==> config.mk <==
export PLATFORM = sky130hd
export DESIGN_NAME = vx_clone_wspawn_ctrl
export DESIGN_NICKNAME = d
export VERILOG_FILES = /design/src/rtl/vx_clone_wspawn_ctrl.sv
export SDC_FILE = /design/constraint.sdc
export NUM_CORES = 1
export LEC_CHECK = 0
export ABC_CLOCK_PERIOD_IN_PS = 5300
export CAP_MARGIN = 0
export CELL_PAD_IN_SITES_DETAIL_PLACEMENT = 0
export CELL_PAD_IN_SITES_GLOBAL_PLACEMENT = 1
export CORE_MARGIN = 1
export CORE_UTILIZATION = 24
export CTS_CLUSTER_DIAMETER = 80
export DETAILED_ROUTE_END_ITERATION = 10
export GPL_TIMING_DRIVEN = 0
export PLACE_DENSITY = 0.95
export SKIP_LAST_GASP = 1
export SLEW_MARGIN = 20
export SYNTH_ARGS = -nofsm -noshare
export SYNTH_HDL_FRONTEND = slang
export SYNTH_SLANG_ARGS = --single-unit
==> constraint.sdc <==
create_clock -name clk -period 5.3 [get_ports clk]
set_clock_uncertainty 0.2 [all_clocks]
set_input_delay 1.06 -clock clk [delete_from_list [all_inputs] [get_ports clk]]
set_output_delay 1.06 -clock clk [all_outputs]
set_load 0.02 [all_outputs]
==> src/rtl/vx_clone_wspawn_ctrl.sv <==
// Clone / wspawn register-copy controller.
// Freezes fetch/decode, waits for the pipeline to drain, then streams
// registers 1..31 through the register-file copy port, one beat per
// accepted handshake. Invalid targets skip straight to a DONE+err pulse.
module vx_clone_wspawn_ctrl #(
  parameter int NT         = 4,
  parameter int NW         = 8,
  parameter int SETTLE_CYC = 2
) (
  input  logic                  clk,
  input  logic                  reset,
  input  logic                  in_clone_req,
  input  logic [31:0]           in_clone_tid,
  input  logic                  in_wspawn_req,
  input  logic [31:0]           in_wspawn_wid,
  input  logic                  in_copy_ready,
  output logic                  out_stall,
  output logic                  out_busy,
  output logic                  out_copy_valid,
  output logic                  out_copy_kind,
  output logic [4:0]            out_copy_reg,
  output logic [$clog2(NT)-1:0] out_copy_tid,
  output logic [$clog2(NW)-1:0] out_copy_wid,
  output logic                  out_done,
  output logic                  out_err
);

  localparam int TW = $clog2(NT);
  localparam int WW = $clog2(NW);
  localparam int CW = $clog2(SETTLE_CYC + 1);

  localparam logic [1:0] IDLE   = 2'd0;
  localparam logic [1:0] SETTLE = 2'd1;
  localparam logic [1:0] COPY   = 2'd2;
  localparam logic [1:0] DONE   = 2'd3;

  logic [1:0]    state;
  logic [CW-1:0] settle_cnt;
  logic [4:0]    copy_reg;
  logic          kind;
  logic [TW-1:0] tid;
  logic [WW-1:0] wid;
  logic          err;
  logic          last_wspawn;  // kind of the most recent grant (1 = wspawn)

  logic          any_req;
  logic          pick_wspawn;
  logic [31:0]   tgt;
  logic          tgt_bad;

  // Arbitration and target validation for the request seen in IDLE
  always_comb begin
    any_req     = in_clone_req | in_wspawn_req;
    // On a tie, alternate away from whatever was granted last
    pick_wspawn = in_wspawn_req & (~in_clone_req | ~last_wspawn);
    tgt         = pick_wspawn ? in_wspawn_wid : in_clone_tid;
    tgt_bad     = (tgt == 32'd0) |
                  (pick_wspawn ? (tgt >= 32'(NW)) : (tgt >= 32'(NT)));
  end

  // Control FSM: grant, settle countdown, copy beats, completion pulse
  always_ff @(posedge clk) begin
    if (reset) begin
      state       <= IDLE;
      settle_cnt  <= '0;
      copy_reg    <= '0;
      kind        <= 1'b0;
      tid         <= '0;
      wid         <= '0;
      err         <= 1'b0;
      last_wspawn <= 1'b1;
    end else begin
      case (state)
        IDLE: if (any_req) begin
          kind        <= pick_wspawn;
          last_wspawn <= pick_wspawn;
          // The unused target field reads 0 so consumers need not mask it
          tid         <= pick_wspawn ? '0 : in_clone_tid[TW-1:0];
          wid         <= pick_wspawn ? in_wspawn_wid[WW-1:0] : '0;
          err         <= tgt_bad;
          settle_cnt  <= CW'(SETTLE_CYC - 1);
          state       <= tgt_bad ? DONE : SETTLE;
        end
        SETTLE: begin
          if (settle_cnt == '0) begin
            state    <= COPY;
            copy_reg <= 5'd1;  // r0 is hardwired zero, never copied
          end else begin
            settle_cnt <= settle_cnt - CW'(1);
          end
        end
        COPY: if (in_copy_ready) begin
          if (copy_reg == 5'd31) state <= DONE;
          else                   copy_reg <= copy_reg + 5'd1;
        end
        DONE: begin
          // Requests here belong to the retiring instruction; ignore them
          state <= IDLE;
          err   <= 1'b0;
        end
        default: state <= IDLE;
      endcase
    end
  end

  // Outputs are masked by reset so nothing leaks before the first edge
  always_comb begin
    out_stall      = ~reset & (((state == IDLE) & any_req) |
                               (state == SETTLE) | (state == COPY));
    out_busy       = ~reset & (state != IDLE);
    out_copy_valid = ~reset & (state == COPY);
    out_done       = ~reset & (state == DONE);
    out_err        = ~reset & (state == DONE) & err;
    out_copy_kind  = ~reset & kind;
    out_copy_reg   = reset ? '0 : copy_reg;
    out_copy_tid   = reset ? '0 : tid;
    out_copy_wid   = reset ? '0 : wid;
  end

endmodule
Word level (Yosys, flattened, before mapping)
Index checks and enable logic that the tools add are counted.
{"block": "word_totals", "elab_cells": 72, "ff_bits": 17, "input_bits": 69}
{"block": "op_classes", "n_eq_ne": 10, "n_mux": 22, "magnitude_cmp": 2, "add_sub_neg": 2, "bitwise_logic": 16, "reduce_logical": 12}
{"op": "$ge 32x3->1 const B", "n": 1}
{"op": "$ge 32x4->1 const B", "n": 1}
{"op": "$logic_not 32->1", "n": 1}
{"op": "$mux 32", "n": 1}
{"op": "$mux 5", "n": 4}
{"op": "$mux 2", "n": 9}
{"op": "$ne 2x2->1 const B", "n": 6}
{"op": "$pmux 5 s2", "n": 1}
{"op": "$and 1x1->1", "n": 8}
{"op": "$pmux 2 s4", "n": 1}
{"op": "$reduce_and 4->1", "n": 2}
{"op": "$reduce_bool 2->1", "n": 4}
{"op": "$mux 3", "n": 2}
{"op": "$add 5x1->5 const B", "n": 1}
{"op": "$eq 5x5->1 const B", "n": 1}
{"op": "$or 1x1->1", "n": 5}
{"op": "$eq 2x2->1 const B", "n": 2}
{"op": "$logic_not 2->1", "n": 2}
{"op": "$pmux 2 s2", "n": 1}
{"op": "$reduce_and 2->1", "n": 2}
{"op": "$not 1->1", "n": 3}
{"op": "$reduce_and 3->1", "n": 1}
{"op": "$eq 2x1->1 const B", "n": 1}
{"op": "$mux 1", "n": 2}
{"op": "other kinds (2)", "n": 2}

Longest topological paths before layout
{"block": "logic_depth", "depth_word": 10, "mapped_depth": 8, "ltp_nobuf": 8}

Worst setup path before layout
Ideal clock, no wire load.
{"block": "synth_timing", "kind": "input to output", "start": "input reset", "end": "output out_err", "t_arrival_ns": 1.781, "cell_stages": 3, "path_buffers": 2, "setup_slack_ns": 2.259, "required_ns": 4.040, "cell_sequence": "clkbuf_1 > clkbuf_1 > and3b_1"}
{"block": "synth_via", "elab_chain_cells": 3}
{"element": "start: declaration", "line": "11", "rtl": "input logic reset,"}
{"element": "$not 1->1", "line": "113", "rtl": "out_err = ~reset & (state == DONE) & err;"}
{"element": "$and 1x1->1 (2 in a row)", "line": "113"}
{"element": "end: declaration", "line": "25", "rtl": "output logic out_err"}
Every way passes these cells.

Worst setup path in the final report
{"block": "layout_timing", "start": "input in_clone_req", "end": "output out_stall"}
{"block": "layout_via", "elab_chain_cells": 5}
{"element": "start: declaration", "line": "12", "rtl": "input logic in_clone_req,"}
{"element": "$or 1x1->1", "line": "53", "rtl": "any_req = in_clone_req | in_wspawn_req;"}
{"element": "$and 1x1->1", "line": "108", "rtl": "out_stall = ~reset & (((state == IDLE) & any_req) |"}
{"element": "$or 1x1->1", "line": "108"}
{"element": "$or 1x1->1", "line": "109", "rtl": "(state == SETTLE) | (state == COPY));"}
{"element": "$and 1x1->1", "line": "108"}
{"element": "end: declaration", "line": "17", "rtl": "output logic out_stall,"}
Every way passes these cells.

==> metrics.md <==
| Metric | Value |
|---|---|
| GR Overflow Total | `0` |
| Sequential area share after synthesis | `30.3%` |
| Post-Place Cell Area | `2020 µm²` |
| Post-synth cell types | `33` |
| Worst-path clk slew | `0.06 ns` |
| Dominant cell type by area after synthesis | `dfxtp_1` |
| Die Ht | `70.4 µm` |
| Critical path peak fanout | `10` |
| Worst slew pin tran | `0.553 ns` |
| Tcrit/Tclk final | `78.3%` |
| Vias in the first global route | `1295` |
| Crit Path Class | `in -> out` |
| Diodes inserted | `0` |
| Pin count of the biggest net entering global routing | `11` |
| Cells after Synth | `143` |
| Yosys warns | `0` |
| Post-Syn Area per Cell | `7.86 µm²` |
| Root buffer cell | `clkbuf_8` |
| GRT met1 Usage | `17.7%` |
| Clock power frac | `16.7%` |
| Sequential share of power | `30.0%` |
| TritonRoute pass-1 iters | `4` |
| Comb pwr share | `53.3%` |
| Via count | `1343` |
| Grt met2 use | `26.6%` |
| CP Capture Type | `primary output` |
| # DRC | `0` |
| Max_cap viols | `0` |
| Area Overhead vs Synth | `83.7%` |
| Slew headroom | `63.1%` |
| Final design area excluding fillers | `2060 µm²` |
| Clk_lat worst skew | `0.25 ns` |
| Final Hold Violating Endpoints | `0` |
| Most frequent cells in the layout | `clkdlybuf4s50_1 (83), nor2_1 (19), dfxtp_1 (17)` |
| Layout cells sized above 1 | `4.78%` |
| Fin nets | `307` |
| Clock sink count | `17` |
| Die Footprint | `4960 µm²` |
| Delay of the slowest critical-path stage | `0.56 ns` |
| CTS Buf Count | `3` |
| Starting Density | `25.5%` |
| Status | `completed` |
| CP cell instances | `clkdlybuf4s50_1 -> o21ai_0 -> clkbuf_1 -> a21oi_1 -> clkdlybuf4s50_1` |
| Max VDD drop | `0.000223 V` |
| Net Sw Frac | `38.0%` |
| First-pass GRT wire length | `5870 µm` |
| Vias per cell | `4.76` |
| Fin crit period | `4.15 ns` |
| Area contributors post-synth | `dfxtp_1 (30%), ha_1 (7.8%), nor2b_1 (7.2%)` |
| Pwr Density | `283 nW/µm²` |
| WL per Instance | `12.9 µm` |
| Number of DRC markers in iteration 0 | `46` |
| RSZ-0062 raised after global routing | `no` |
| Max-slew violation count | `0` |
| Gr busiest metal | `met2` |
| Synth Net Count | `219` |
| Hold Crit Class | `reg -> reg` |
| FP Rows | `24` |
| Port Buffers | `83` |
| CP most frequent cell | `clkdlybuf4s50_1` |
| HPWL after DPL | `3060 µm` |
| # hold bufs at CTS | `0` |
| Max Fclk | `0.241 GHz` |
| Critical path data arrival time | `2.89 ns` |
| Die W | `70.4 µm` |
| Final wirelength | `3630 µm` |
| Req. time, crit path | `4.04 ns` |
| GR Util met3 | `3.46%` |
| Max reg flops | `5` |
| Net Switching | `0.222 mW` |
| Endpoints failing setup | `0` |
| CP max-delay cell | `clkdlybuf4s50_1` |
| Post-synth top area share | `30.3%` |
| Gr usage total | `14.7%` |
| Pleak | `0.745 nW` |
| Fin Setup TNS | `0 ns` |
| CTS tree | `done` |
| Cell Area, Synth | `1120 µm²` |
| Clock Path Buffers | `2` |
| Post-synthesis sequential element count | `17` |
| Initial antenna violation count | `0` |
| Startpoint types | `input pin` |
| Setup bufs post-CTS | `0` |
| GP Congestion | `0.785` |
| Cts repair resizes | `0` |
| Most common cell after layout, fill and taps aside | `clkdlybuf4s50_1` |
| H-tree depth | `1` |
| Cell internal pwr | `0.363 mW` |
| Core area | `4410 µm²` |
| I/O pins | `85` |
| Antenna-violating nets left | `0` |
-- worst paths after layout --
check,start,endpoint,slack (ns),depth (start not counted)
worst max-delay path,in_clone_req,out_stall,1.15,5
worst max register to register,copy_reg[0]$_SDFFE_PP0P_,copy_reg[2]$_SDFFE_PP0P_,2.97,8
worst min-delay path,kind$_SDFFE_PP0P_,kind$_SDFFE_PP0P_,0.29,2
worst min register to register,kind$_SDFFE_PP0P_,kind$_SDFFE_PP0P_,0.29,2
-- critical path, delay by kind of cell --
family	cells	cell delay, ns
compound gates	2	0.40
buf+inv	3	1.42
-- kinds of logic after synthesis --
logic type | count (synthesis) | synth area share [%]
flip-flops | 17 | 30.3
buffers and inverters | 14 | 5.12
AND/OR/NAND/NOR | 79 | 39.9
AO/OA/AOI/OAI | 26 | 16.9
adder cells (fa/ha/maj) | 7 | 7.79
-- power groups by stage --
stage               clock network [mW]  registers, mW  logic [mW]
floorplan                            0          0.174       0.197
CTS                              0.101          0.176       0.314
detailed placement                   0          0.179       0.312
finish                          0.0974          0.176       0.312
global placement                     0          0.177       0.307
global route                     0.108          0.179       0.345
-- metal layers --
metal  vias up  share of wire [%]
met2        31                 50
met3         4                4.2
met5         -                  0
met4         0               0.88
met1       611                 44
li1        697                  -
-- area by class of cell --
type | instances | area, µm²
multi-input combinational | 112 | 726
tap | 52 | 65.1
sequential | 17 | 340
fill | 440 | 2350
clock buffer | 4 | 45.0
inverter | 7 | 26.3
buffer | 7 | 31.3
timing repair buffer | 83 | 831
-- cells in the mapped netlist --
cell       number
and3_1          2
o21ai_0         4
o21a_1          2
a2bb2oi_2       1
nand3b_1        2
a32oi_1         1
nand3_1         3
o22ai_1         2
nor2b_1        13
clkbuf_1        5
nand2_1         6
a21oi_1         6
nand2b_1        4
a21boi_2        1
or2_2           1
nor4_2          1
a31oi_1         1
nand4b_1        3
buf_4           1
inv_1           7
dfxtp_1        17
nor3_1          4
nor2_1         19
nand4_1         3
nor3b_1         1
a211oi_2        2
or4_1           4
and3b_1         1
a22oi_1         5
nor4_1         12
ha_1            7
buf_2           1
o41ai_1         1
-- per-stage QoR --
stage               worst slack, ns  power (mW)  hold WS [ns]  util (%)  std cells
global route                   1.08       0.633         0.319      46.8        282
finish                         1.15       0.585         0.288      46.8        282
CTS                            1.14       0.590         0.291      46.8        282
floorplan                      2.26       0.370         0.249         -        143
detailed placement             1.14       0.491         0.274      45.7        278
global placement               1.16       0.485         0.258      45.7        278
No activity file was read; power rests on OpenSTA's default activity.
